$ cat src/rtl/rr_mux_arbiter.sv
// Round-robin arbiter driving a 4:1 WIDTH-bit mux toward a valid/ready consumer.
// A grant holds for up to MAX_BURST accepted beats, then priority rotates past the winner.
module rr_mux_arbiter #(
  parameter int unsigned WIDTH     = 4,
  parameter int unsigned MAX_BURST = 4
) (
  input  logic             clk,
  input  logic             rst_n,
  input  logic [3:0]       req,
  input  logic [WIDTH-1:0] d0,
  input  logic [WIDTH-1:0] d1,
  input  logic [WIDTH-1:0] d2,
  input  logic [WIDTH-1:0] d3,
  input  logic             o_ready,
  output logic [WIDTH-1:0] o,
  output logic             o_valid,
  output logic [3:0]       gnt,
  output logic [1:0]       sel,
  output logic [3:0]       ack,
  output logic             busy
);

  localparam int unsigned CNT_W = 4;
  localparam logic [CNT_W-1:0] LAST_BEAT = CNT_W'(MAX_BURST - 1);

  typedef enum logic {
    ST_IDLE  = 1'b0,
    ST_GRANT = 1'b1
  } state_t;

  state_t           r_state, w_state_nxt;
  logic [3:0]       r_gnt, w_gnt_nxt;
  logic [1:0]       r_sel, w_sel_nxt;
  logic [1:0]       r_ptr, w_ptr_nxt;
  logic [CNT_W-1:0] r_cnt, w_cnt_nxt;

  logic       w_busy;
  logic       w_req_sel;
  logic       w_accept;
  logic [1:0] w_win;
  logic [1:0] w_idx;
  logic       w_found;

  assign gnt       = r_gnt;
  assign sel       = r_sel;
  assign w_busy    = (r_state == ST_GRANT);
  assign busy      = w_busy;
  assign w_req_sel = req[r_sel];
  // Gated by rst_n so a beat in flight during reset is never acknowledged.
  assign o_valid   = w_busy & w_req_sel & rst_n;
  assign w_accept  = o_valid & o_ready;
  assign ack       = w_accept ? (4'b0001 << r_sel) : 4'b0000;

  // Data path: zeros when idle so no ungranted input leaks out.
  always_comb begin
    o = '0;
    if (w_busy) begin
      case (r_sel)
        2'd0:    o = d0;
        2'd1:    o = d1;
        2'd2:    o = d2;
        default: o = d3;
      endcase
    end
  end

  // First requester found searching upward from the rotating pointer.
  always_comb begin
    w_win   = r_ptr;
    w_idx   = r_ptr;
    w_found = 1'b0;
    for (int k = 0; k < 4; k++) begin
      w_idx = r_ptr + 2'(k);
      if (!w_found && req[w_idx]) begin
        w_win   = w_idx;
        w_found = 1'b1;
      end
    end
  end

  always_comb begin
    w_state_nxt = r_state;
    w_gnt_nxt   = r_gnt;
    w_sel_nxt   = r_sel;
    w_ptr_nxt   = r_ptr;
    w_cnt_nxt   = r_cnt;
    case (r_state)
      ST_IDLE: begin
        if (|req) begin
          w_state_nxt = ST_GRANT;
          w_gnt_nxt   = 4'b0001 << w_win;
          w_sel_nxt   = w_win;
          w_cnt_nxt   = '0;
        end
      end
      default: begin
        // A dropped request releases at once; otherwise release after the last beat.
        if (!w_req_sel || (w_accept && (r_cnt == LAST_BEAT))) begin
          w_state_nxt = ST_IDLE;
          w_gnt_nxt   = 4'b0000;
          w_cnt_nxt   = '0;
          w_ptr_nxt   = r_sel + 2'd1;
        end else if (w_accept) begin
          w_cnt_nxt = r_cnt + CNT_W'(1);
        end
      end
    endcase
  end

  always_ff @(posedge clk) begin
    if (!rst_n) begin
      r_state <= ST_IDLE;
      r_gnt   <= 4'b0000;
      r_sel   <= 2'b00;
      r_ptr   <= 2'b00;
      r_cnt   <= '0;
    end else begin
      r_state <= w_state_nxt;
      r_gnt   <= w_gnt_nxt;
      r_sel   <= w_sel_nxt;
      r_ptr   <= w_ptr_nxt;
      r_cnt   <= w_cnt_nxt;
    end
  end

endmodule

$ cat config.mk
export PLATFORM = sky130hd
export DESIGN_NAME = rr_mux_arbiter
export DESIGN_NICKNAME = d
export VERILOG_FILES = /design/src/rtl/rr_mux_arbiter.sv
export SDC_FILE = /design/constraint.sdc
export NUM_CORES = 1
export LEC_CHECK = 0
export ABC_CLOCK_PERIOD_IN_PS = 2900
export CORE_ASPECT_RATIO = 2
export CORE_MARGIN = 2
export CORE_UTILIZATION = 30
export DETAILED_ROUTE_END_ITERATION = 6
export SLEW_MARGIN = 20
export SYNTH_ARGS = -nofsm -noshare
export SYNTH_HDL_FRONTEND = slang
export SYNTH_SLANG_ARGS = --single-unit
export TNS_END_PERCENT = 50
$ cat constraint.sdc
create_clock -name clk -period 2.9 [get_ports clk]
set_input_delay 0.435 -clock clk [delete_from_list [all_inputs] [get_ports clk]]
set_output_delay 0.435 -clock clk [all_outputs]
set_load 0.03 [all_outputs]
* Yosys cells after proc, flatten, opt, wreduce, memory -nomap -nowiden
Index checks and enable logic that the tools add are counted.
Storage, ports and cells: register bits 13, input bits 23, output and inout bits 16
Operators by class: add/subtract/negate cells 5, order comparisons 5, eq/ne operators 5, shifts and indexed selects 2, mux-type cells 29, bitwise logic cells 4, reduce and logical (&&, ||, !) cells 16
Operators with widths (count):
- two-way mux 4 bit | 9
- < comparator 2 x 3 -> 1 bit (second input constant) | 5
- case mux 4 bit (3 select lines) | 1
- two-way mux 1 bit | 11
- binary-select mux 1 bit (select 2 bit) | 5
- AND reduction 2 bit | 4
- left shift 1 x 2 -> 4 bit (first input constant) | 2
- two-way mux 2 bit | 3
- adder 2 x 1 -> 2 bit (second input constant) | 2
- adder 2 bit (second input constant) | 2
- adder 4 x 1 -> 4 bit (second input constant) | 1
- equality test 4 x 2 -> 1 bit (second input constant) | 1
- logical AND 1 bit | 4
- logical NOT 1 bit | 4
- OR reduction 4 bit | 1
- AND 1 bit | 3
- inequality test 3 x 1 -> 1 bit (second input constant) | 1
- equality test 2 x 1 -> 1 bit (second input constant) | 1
- equality test 2 bit (second input constant) | 1
- logical NOT 2 bit | 1
- inequality test 2 x 1 -> 1 bit (second input constant) | 1
- nonzero test 2 bit | 1
- logical OR 1 bit | 1
- inverter 1 bit | 1

* Depth between registers and ports, before layout
Gate-level depths: netlist of the first run.
depth after elaboration 15, depth in mapped cells 6, gate-level depth less buffers 6

* Worst setup path after synthesis of the first run
No wires, ideal clock.
path kind register to output, start point register r_sel[0], in the netlist sel[0], end point output port ack[0], arrival time 1641 ps, data required time 2465 ps, path slack 824 ps, stages on the path, launching flop included 4, path buffers 0, cell sequence dfxtp_1 mux4_2 nor3b_4 and2_1
Between the ends: cells in the longest elaborated chain, start to end 6, elaborated cells between the ends (all ways) 7, classes of those cells shift (1); mux (3); bitwise (3)
Ends and longest elaborated chain:
- from (decl) | RTL line 33 | logic [1:0] r_sel, w_sel_nxt;
- from (signal assigned) | RTL line 120 | r_sel <= w_sel_nxt;
- binary-select mux 1 bit (select 2 bit) | RTL line 48 | assign w_req_sel = req[r_sel];
- two-way mux 1 bit (implied by the code) | RTL line 48
- AND 1 bit (2 in a row) | RTL line 50 | assign o_valid = w_busy & w_req_sel & rst_n;
- AND 1 bit | RTL line 51 | assign w_accept = o_valid & o_ready;
- two-way mux 4 bit * | RTL line 52 | assign ack = w_accept ? (4'b0001 << r_sel) : 4'b0000;
- to (decl) | RTL line 19 | output logic [3:0] ack,
Mark *: on every way between the ends. The rest lies on a longest branch, timed or not. The select of a mux whose other input is x is not followed.

* Worst setup path after layout of the first run
start point input port req[1], end point output port o_valid
Between the ends: cells in the longest elaborated chain, start to end 4
Ends and longest elaborated chain:
- from (decl) | RTL line 9 | input logic [3:0] req,
- binary-select mux 1 bit (select 2 bit) | RTL line 48
- two-way mux 1 bit (implied by the code) | RTL line 48
- AND 1 bit (2 in a row) | RTL line 50
- to (decl) | RTL line 16 | output logic o_valid,
Every way passes these cells. The select of a mux whose other input is x is not followed.

==> impl_metrics.py, run 1 <==
metrics = {
    "status": {
        "status": "completed",
    },
    "sta": {
        "maxSlewHeadroom_pct": 59.3,
        "fin_worst_skew_ns": 0.00297,
        "finalCritPeriodShare_pct": 92.3,
        "hold_violations": 0,
        "tns_ns": 0,
        "period_needed_ns": 2.68,
        "slew_viol_final": 0,
        "fmax_ghz": 0.373,
        "setup_viol": 0,
        "rsz0062_at_grt": "false",
        "worst_pin_slew_ns": 0.607,
        "setup_slack_ns": 0.222,
        "hold_slack_ns": 0.464,
    },
    "worst_setup_path": {
        "cp-start-kind": "primary input",
        "cp-end-kind": "primary output",
        "crit_required_ns": 2.47,
        "crit_type": "in -> out",
        "worstPathMaxFanout": 5,
        "cp.arrival_ns": 2.24,
    },
    "pwr": {
        "power.density_mw_per_mm2": 399,
        "p_comb_share_pct": 34.5,
        "p_clk_share_pct": 29.4,
        "seqPwrFrac_pct": 36.0,
        "leakage_nw": 0.582,
        "power_switching_uw": 172,
        "peakVddDrop_mv": 0.351,
        "swShare_pct": 31.4,
        "p_int_uw": 375,
    },
    "cts": {
        "clkLatencyLatePin_ns": 0.24,
        "cts_buffer_depth": 2,
        "hold_buffers": 0,
        "cts_buffers": 3,
        "root_buffer": "clkbuf_8",
        "cts_tree": "done",
        "post-cts-setup-buffers": 0,
        "h-tree-depth": 1,
        "numClockSinks": 13,
        "path_clk_slew_ns": 0.05,
    },
    "finish": {
        "antenna_cells": 0,
        "syn_to_final_growth_pct": 54.8,
        "fin_area_sq_mm": 0.00137,
        "final_layout_size_suffix_gt1_share_pct": 14.3,
        "nets": 184,
        "stdcell_count": 183,
    },
    "synth": {
        "synthDistinctLibCells": 39,
        "synthArstFlopShare_pct": 0,
        "synth-simple-area-share_pct": 31.2,
        "syn_nets": 139,
        "synth_compound_area_share_pct": 21.6,
        "ys.flop_type": "dfxtp_1",
        "synth_common_cells": "13 x dfxtp_1, 13 x nor2_1, 12 x nand2_1, 11 x a21oi_1, 6 x ha_1",
        "synth_xor_area_share_pct": 0.989,
        "synth-edff-count": 0,
        "netlist_instances": 110,
        "synth_top_family_by_area": "simple AND/OR/NAND/NOR gates",
        "synth.avg_cell_area_sq_um": 8.05,
        "synthAdderAreaFrac_pct": 8.47,
        "synth_area_sq_um": 886,
        "ys_seq_elements": 13,
        "synth_seq_area_share_pct": 29.4,
        "ys_top_cells_by_area": "dfxtp_1 29%, ha_1 8.5%, a21oi_1 6.2%, nor2_1 5.5%, nand2_1 5.1%",
        "yosysWarnings": 0,
        "synth_area_leader_cell": "dfxtp_1",
        "synthMuxAreaShare_pct": 4.94,
        "yosys.area.top_type_share_pct": 29.4,
    },
    "global_route": {
        "grt_usage_pct": 16.5,
        "grt_pass1_wl_um": 4360,
        "grt_util_met2_pct": 32.9,
        "antenna_found_initial": 0,
        "grt_pass1_vias": 1056,
        "grt_max_degree": 11,
        "grt.met3_usage_pct": 2.00,
        "busiest_layer": "met2",
        "grt_use_met1_pct": 14.5,
        "grt-ovfl-total": 0,
    },
    "floorplanning": {
        "die_area_sq_mm": 0.00343,
        "initial_utilization_pct": 32.0,
        "die_h_um": 80.9,
        "core_area_sq_mm": 0.00277,
        "die_x_um": 42.4,
        "row_count": 27,
        "ioPinCount": 39,
    },
    "detailed_routing": {
        "antenna_left": 0,
        "routedWlPerCell_um": 14.4,
        "remaining_drc_errors": 0,
        "viasPerCell": 5.33,
        "dr.pass1.iters": 4,
        "drt-initial-drc-count": 29,
        "dr_total_vias": 976,
        "drt-total-wl_um": 2630,
    },
    "worst_hold_path": {
        "hp-class": "reg -> reg",
    },
    "place": {
        "pre_cts_slack_ns": 0.211,
        "dp.cells": 179,
        "dp_hpwl_um": 2120,
        "place_area_sq_mm": 0.00132,
        "port_buffers": 38,
        "gp_congestion": 0.773,
    },
    "job": {
        "drv_cap": 0,
    },
}
## flip-flops by register name, summed over array words and instances (netlist names)
signal and flops:
gnt 4, r_ptr 2, sel 2, r_cnt 4, busy 1
## timing repair
| action | in CTS | in global routing |
|---|---|---|
| setup endpoints to repair | 0 | 3 |
| gates resized for setup | 0 | 3 |
| hold endpoints to repair | 0 | 0 |
## routing by layer
metal / vias up / part of all wire, % / routed length (um)
li1: 482 / - / -
met1: 440 / 36 / 942
met2: 43 / 53 / 1400
met3: 11 / 5.9 / 154
met4: 0 / 4.9 / 129
met5: - / 0 / 0
## worst paths after layout
kind                                             from             endpoint  slack (ns)  depth (start not counted)
worst max-delay path                           req[1]              o_valid        0.22                          4
worst min-delay path              gnt[0]$_SDFFE_PN0P_  gnt[0]$_SDFFE_PN0P_        0.46                          2
worst max register to register  r_cnt[0]$_SDFFE_PN0P_  gnt[2]$_SDFFE_PN0P_        1.08                          6
worst min register to register    gnt[0]$_SDFFE_PN0P_  gnt[0]$_SDFFE_PN0P_        0.46                          2
## worst max-delay path, stage by stage
cell and delay (ns):
clkdlybuf4s50_1 0.48, mux4_2 0.53, and3_1 0.21, clkdlybuf4s50_1 0.59
## power groups by stage
stage | sequential (mW) | combinational (mW) | clock, mW
floorplan | 0.215 | 0.0898 | 0
global placement | 0.201 | 0.188 | 0
detailed placement | 0.201 | 0.190 | 0
CTS | 0.197 | 0.192 | 0.164
global route | 0.199 | 0.207 | 0.174
finish | 0.197 | 0.189 | 0.161
## per-stage QoR
step                util, %  total power, mW
global placement       47.6            0.389
global route           49.5            0.580
finish                 49.5            0.547
detailed placement     47.6            0.392
floorplan                 -            0.305
CTS                    49.2            0.553
## logic make-up after synthesis
group	Yosys count
buffers and inverters	8
flip-flops	13
multiplexers	3
XOR/XNOR	1
AO/OA/AOI/OAI	28
AND/OR/NAND/NOR	51
adder cells (fa/ha/maj)	6
## layout make-up
class                      instances  area [sq um]
multi-input combinational         89           596
tap                               29          36.3
sequential                        13           260
clock buffer                       4          45.0
timing repair buffer              43           415
fill                             292          1400
inverter                           5          18.8
## cells in the final DEF (no fill, tap or decap), types with 4 or more instances in the layout
master | netlist | final
nor2_1 | 13 | 13
a21oi_1 | 11 | 11
a222oi_1 | 4 | 4
ha_1 | 6 | 6
buf_4 | 0 | 9
nand3_1 | 4 | 4
dfxtp_1 | 13 | 13
and2_1 | 4 | 4
nand2_1 | 12 | 12
inv_1 | 4 | 4
clkdlybuf4s50_1 | 0 | 31
No activity file was read; power rests on OpenSTA's default activity.
==> run 2: changes to the inputs <==
PLACE_DENSITY = 0.71   (was not set)
==> impl_metrics.py, run 2 (same netlist as run 1, synthesis figures left out) <==
metrics = {
    "finish": {
        "syn_to_final_growth_pct": 54.4,
        "layout_commonest_cell": "clkdlybuf4s50_1",
        "final_cell_mix": "35 x clkdlybuf4s50_1, 13 x nor2_1, 12 x nand2_1, 12 x dfxtp_1, 11 x a21oi_1",
        "stdcell_count": 183,
        "final_layout_size_suffix_gt1_share_pct": 14.3,
        "antenna_cells": 0,
        "nets": 184,
    },
    "cts": {
        "numClockSinks": 13,
        "h-tree-depth": 1,
        "hold_buffers": 0,
        "clkLatencyLatePin_ns": 0.24,
        "post-cts-setup-buffers": 0,
        "path_clk_slew_ns": 0.05,
        "root_buffer": "clkbuf_8",
        "cts_resized": 0,
        "cts_buffer_depth": 2,
        "cts_buffers": 3,
        "cts_tree": "done",
    },
    "worst_hold_path": {
        "whs_path_depth": 2,
        "hp-class": "reg -> reg",
        "min_from": "gnt[3]$_SDFFE_PN0P_",
        "hold_end": "gnt[3]$_SDFFE_PN0P_",
    },
    "worst_setup_path": {
        "rrSetupSlack_ns": 1.06,
        "reg2regPathDepth": 6,
        "cp_slowest_stage_delay_ns": 0.66,
        "regToRegEndpoint": "gnt[2]$_SDFFE_PN0P_",
        "slowest_stage": "clkdlybuf4s50_1",
        "cp.arrival_ns": 2.34,
        "cpMostUsedCell": "clkdlybuf4s50_1",
        "crit_chain": "clkdlybuf4s50_1 > mux4_2 > nor3b_4 > and2_1 > clkdlybuf4s50_1",
        "cp.depth": 5,
        "cp-end-kind": "primary output",
        "crit_type": "in -> out",
        "worstReg2RegStart": "r_cnt[0]$_SDFFE_PN0P_",
        "cp.buffers_inverters": 2,
        "cp_top_family": "buffers and inverters",
        "cp-start-kind": "primary input",
        "worstPathMaxFanout": 7,
        "crit_required_ns": 2.47,
    },
    "sta": {
        "slew_viol_final": 0,
        "period_needed_ns": 2.78,
        "rsz0062_at_grt": "false",
        "fmax_ghz": 0.360,
        "finalCritPeriodShare_pct": 95.8,
        "fin_worst_skew_ns": 0.00644,
        "hold_violations": 0,
        "tns_ns": 0,
        "maxSlewHeadroom_pct": 57.1,
        "worst_pin_slew_ns": 0.640,
        "setup_viol": 0,
    },
    "place": {
        "port_buffers": 38,
        "dp_hpwl_um": 2050,
        "gp_congestion": 0.764,
        "dp.cells": 179,
    },
    "floorplanning": {
        "initial_utilization_pct": 32.0,
        "ioPinCount": 39,
        "core_area_sq_mm": 0.00277,
        "die_x_um": 42.4,
        "die_h_um": 80.9,
        "die_area_sq_mm": 0.00343,
        "row_count": 27,
    },
    "detailed_routing": {
        "remaining_drc_errors": 0,
        "drt-initial-drc-count": 33,
        "antenna_left": 0,
        "drt-total-wl_um": 2510,
        "viasPerCell": 5.32,
        "dr.pass1.iters": 5,
        "dr_total_vias": 974,
        "routedWlPerCell_um": 13.7,
    },
    "global_route": {
        "grt_max_degree": 11,
        "grt_pass1_vias": 953,
        "grt_pass1_wl_um": 4220,
        "antenna_found_initial": 0,
        "grt-ovfl-total": 0,
        "grt_usage_pct": 15.5,
    },
    "status": {
        "status": "completed",
    },
    "job": {
        "drv_cap": 0,
    },
    "pwr": {
        "power.density_mw_per_mm2": 399,
        "leakage_nw": 0.534,
        "peakVddDrop_mv": 0.305,
    },
}
-- run 2: worst max-delay path by stage --
stage               slack [ns]  endpoint                 from
CTS                       0.08      o[0]  sel[0]$_SDFFE_PN0P_
floorplan                 0.82    ack[0]  sel[0]$_SDFFE_PN0P_
detailed placement        0.11    ack[3]               req[1]
finish                    0.12    ack[3]               req[1]
global placement          0.15    ack[3]               req[1]
global route             0.006      o[0]  sel[1]$_SDFFE_PN0P_
-- run 2: layout make-up --
| class | count | area [sq um] |
|---|---|---|
| Sequential cell | 13 | 262 |
| Timing Repair Buffer | 43 | 410 |
| Inverter | 5 | 18.8 |
| Multi-Input combinational cell | 89 | 596 |
| Clock buffer | 4 | 45.0 |
| Fill cell | 265 | 1400 |
| Tap cell | 29 | 36.3 |
-- run 2: metal layers --
layer  GRT usage (%)  up-vias  share of wire [%]
li1                -      488                  -
met1            16.0      453                 37
met2            30.5       23                 58
met3            1.56       10                2.7
met4            6.25        0                2.9
met5               0        -                  0
-- run 2: where the power goes --
group | leakage (nW) | internal (mW) | switching, mW | total (mW)
Combinational | 0.405 | 0.0898 | 0.0955 | 0.185
Sequential | 0.106 | 0.189 | 0.0120 | 0.201
Clock | 0.0228 | 0.0968 | 0.0627 | 0.160
Total | 0.534 | 0.375 | 0.170 | 0.546
-- run 2: tightest hold or removal path, stage by stage, from the launching register on --
cell	delay, ns
dfxtp_1	0.30
nand2_1	0.05
o22ai_1	0.06
-- run 2: through the flow --
stage               worst slack, ns  cell area, sq um  util [%]  hold slack [ns]  total power [mW]
floorplan                     0.824               886         -            0.485             0.305
global placement              0.152              1320      47.7            0.459             0.384
detailed placement            0.112              1320      47.7            0.463             0.389
CTS                          0.0848              1370      49.3            0.470             0.544
global route                0.00646              1370      49.4            0.495             0.572
finish                        0.123              1370      49.4            0.469             0.546
==> run 3: changes to the inputs <==
ABC_CLOCK_PERIOD_IN_PS = not set   (was 2900)
clock period = 2.7 ns   (was 2.9 ns; I/O delays follow)
==> impl_metrics.py, run 3 (same netlist as run 1, synthesis figures left out) <==
metrics = {
    "worst_hold_path": {
        "hold_end": "gnt[0]$_SDFFE_PN0P_",
        "hp-class": "reg -> reg",
        "min_from": "gnt[0]$_SDFFE_PN0P_",
        "whs_path_depth": 2,
    },
    "detailed_routing": {
        "remaining_drc_errors": 0,
        "dr_total_vias": 976,
        "antenna_left": 0,
        "dr.pass1.iters": 4,
        "drt-initial-drc-count": 27,
        "met3_length_um": 70,
        "topRoutingLayerUsed": "met4",
        "wl_met1_um": 944,
        "drt-total-wl_um": 2540,
        "viasPerCell": 5.30,
        "routedWlPerCell_um": 13.8,
        "dr_wl_met2_um": 1470,
    },
    "worst_setup_path": {
        "cp.arrival_ns": 2.14,
        "reg2regPathDepth": 6,
        "worstPathMaxFanout": 4,
        "cp-end-kind": "primary output",
        "startpoint": "req[0]",
        "cp-start-kind": "primary input",
        "regToRegEndpoint": "gnt[2]$_SDFFE_PN0P_",
        "rrSetupSlack_ns": 0.88,
        "worstReg2RegStart": "r_cnt[0]$_SDFFE_PN0P_",
        "crit_type": "in -> out",
        "crit_required_ns": 2.30,
    },
    "global_route": {
        "grt_pass1_vias": 980,
        "antenna_found_initial": 0,
        "grt_usage_pct": 15.6,
        "grt-ovfl-total": 0,
        "grt_pass1_wl_um": 4280,
        "grt_max_degree": 11,
    },
    "sta": {
        "slew_viol_final": 0,
        "fmax_ghz": 0.393,
        "hold_slack_ns": 0.470,
        "maxSlewHeadroom_pct": 63.2,
        "tns_ns": 0,
        "hold_violations": 0,
        "period_needed_ns": 2.55,
        "finalCritPeriodShare_pct": 94.3,
        "worst_pin_slew_ns": 0.549,
        "rsz0062_at_grt": "false",
        "fin_worst_skew_ns": 0.000860,
        "setup_viol": 0,
    },
    "pwr": {
        "peakVddDrop_mv": 0.217,
        "power.density_mw_per_mm2": 422,
        "leakage_nw": 0.591,
    },
    "cts": {
        "cts_buffers": 3,
        "clkLatencyLatePin_ns": 0.24,
        "cts_buffer_depth": 2,
        "hold_buffers": 0,
        "cts_tree": "done",
        "h-tree-depth": 1,
        "path_clk_slew_ns": 0.05,
        "numClockSinks": 13,
        "post-cts-setup-buffers": 0,
        "root_buffer": "clkbuf_8",
        "cts_resized": 2,
    },
    "job": {
        "drv_cap": 0,
    },
    "place": {
        "place_area_sq_mm": 0.00133,
        "port_buffers": 38,
        "dp_hpwl_um": 2090,
        "gp_congestion": 0.784,
    },
    "finish": {
        "final_layout_size_suffix_gt1_share_pct": 15.5,
        "syn_to_final_growth_pct": 55.6,
        "layout_commonest_cell": "clkdlybuf4s50_1",
        "nets": 185,
        "antenna_cells": 0,
        "final_cell_mix": "30 x clkdlybuf4s50_1, 13 x nor2_1, 12 x nand2_1, 12 x dfxtp_1, 11 x a21oi_1",
        "fin_area_sq_mm": 0.00138,
    },
    "floorplanning": {
        "initial_utilization_pct": 32.0,
        "die_x_um": 42.4,
        "ioPinCount": 39,
        "die_area_sq_mm": 0.00343,
        "core_area_sq_mm": 0.00277,
        "row_count": 27,
        "die_h_um": 80.9,
    },
    "status": {
        "status": "completed",
    },
}
[run 3: changes by cell type in the layout (fill, tap and decap cells not counted), sizes merged]
cell / delta
buf: +2
dlymetal6s2s: +3
clkdlybuf4s50: -5
dlygate4sd2: +1
[run 3: power breakdown]
group          leakage, nW  switching (mW)  internal (mW)
Clock               0.0228          0.0645          0.104
Combinational        0.462           0.102         0.0957
Sequential           0.106          0.0123          0.203
[run 3: through the flow]
stage               util (%)  total power [mW]  std cells  worst slack, ns
global placement        47.9             0.414        180            0.167
CTS                     49.5             0.586        184           0.0798
global route            49.8             0.618        184           0.0838
finish                  49.8             0.582        184            0.154
detailed placement      47.9             0.419        180            0.107
floorplan                  -             0.327        110            0.654
[run 3: worst max-delay path by stage]
stage	cells past startpoint	end	slack (ns)
floorplan	3	ack[0]	0.65
global placement	4	o_valid	0.17
detailed placement	7	o[3]	0.11
CTS	7	o[1]	0.08
global route	7	o[3]	0.08
finish	4	o_valid	0.15
[run 3: worst max-delay path: stages]
cell and delay [ns]:
clkdlybuf4s50_1 0.43, mux4_2 0.52, and3_1 0.21, clkdlybuf4s50_1 0.58
[run 3: final cells by class]
| cell class | count | area (sq um) |
|---|---|---|
| Fill cell | 280 | 1390 |
| Sequential cell | 13 | 262 |
| Tap cell | 29 | 36.3 |
| Inverter | 5 | 18.8 |
| Timing Repair Buffer | 44 | 422 |
| Multi-Input combinational cell | 89 | 596 |
| Clock buffer | 4 | 45.0 |
[run 3: routing by layer]
metal	up-vias	track usage (%)
met2	18	29.5
li1	486	-
met4	0	6.56
met5	-	0
met3	6	2.22
met1	466	16.5
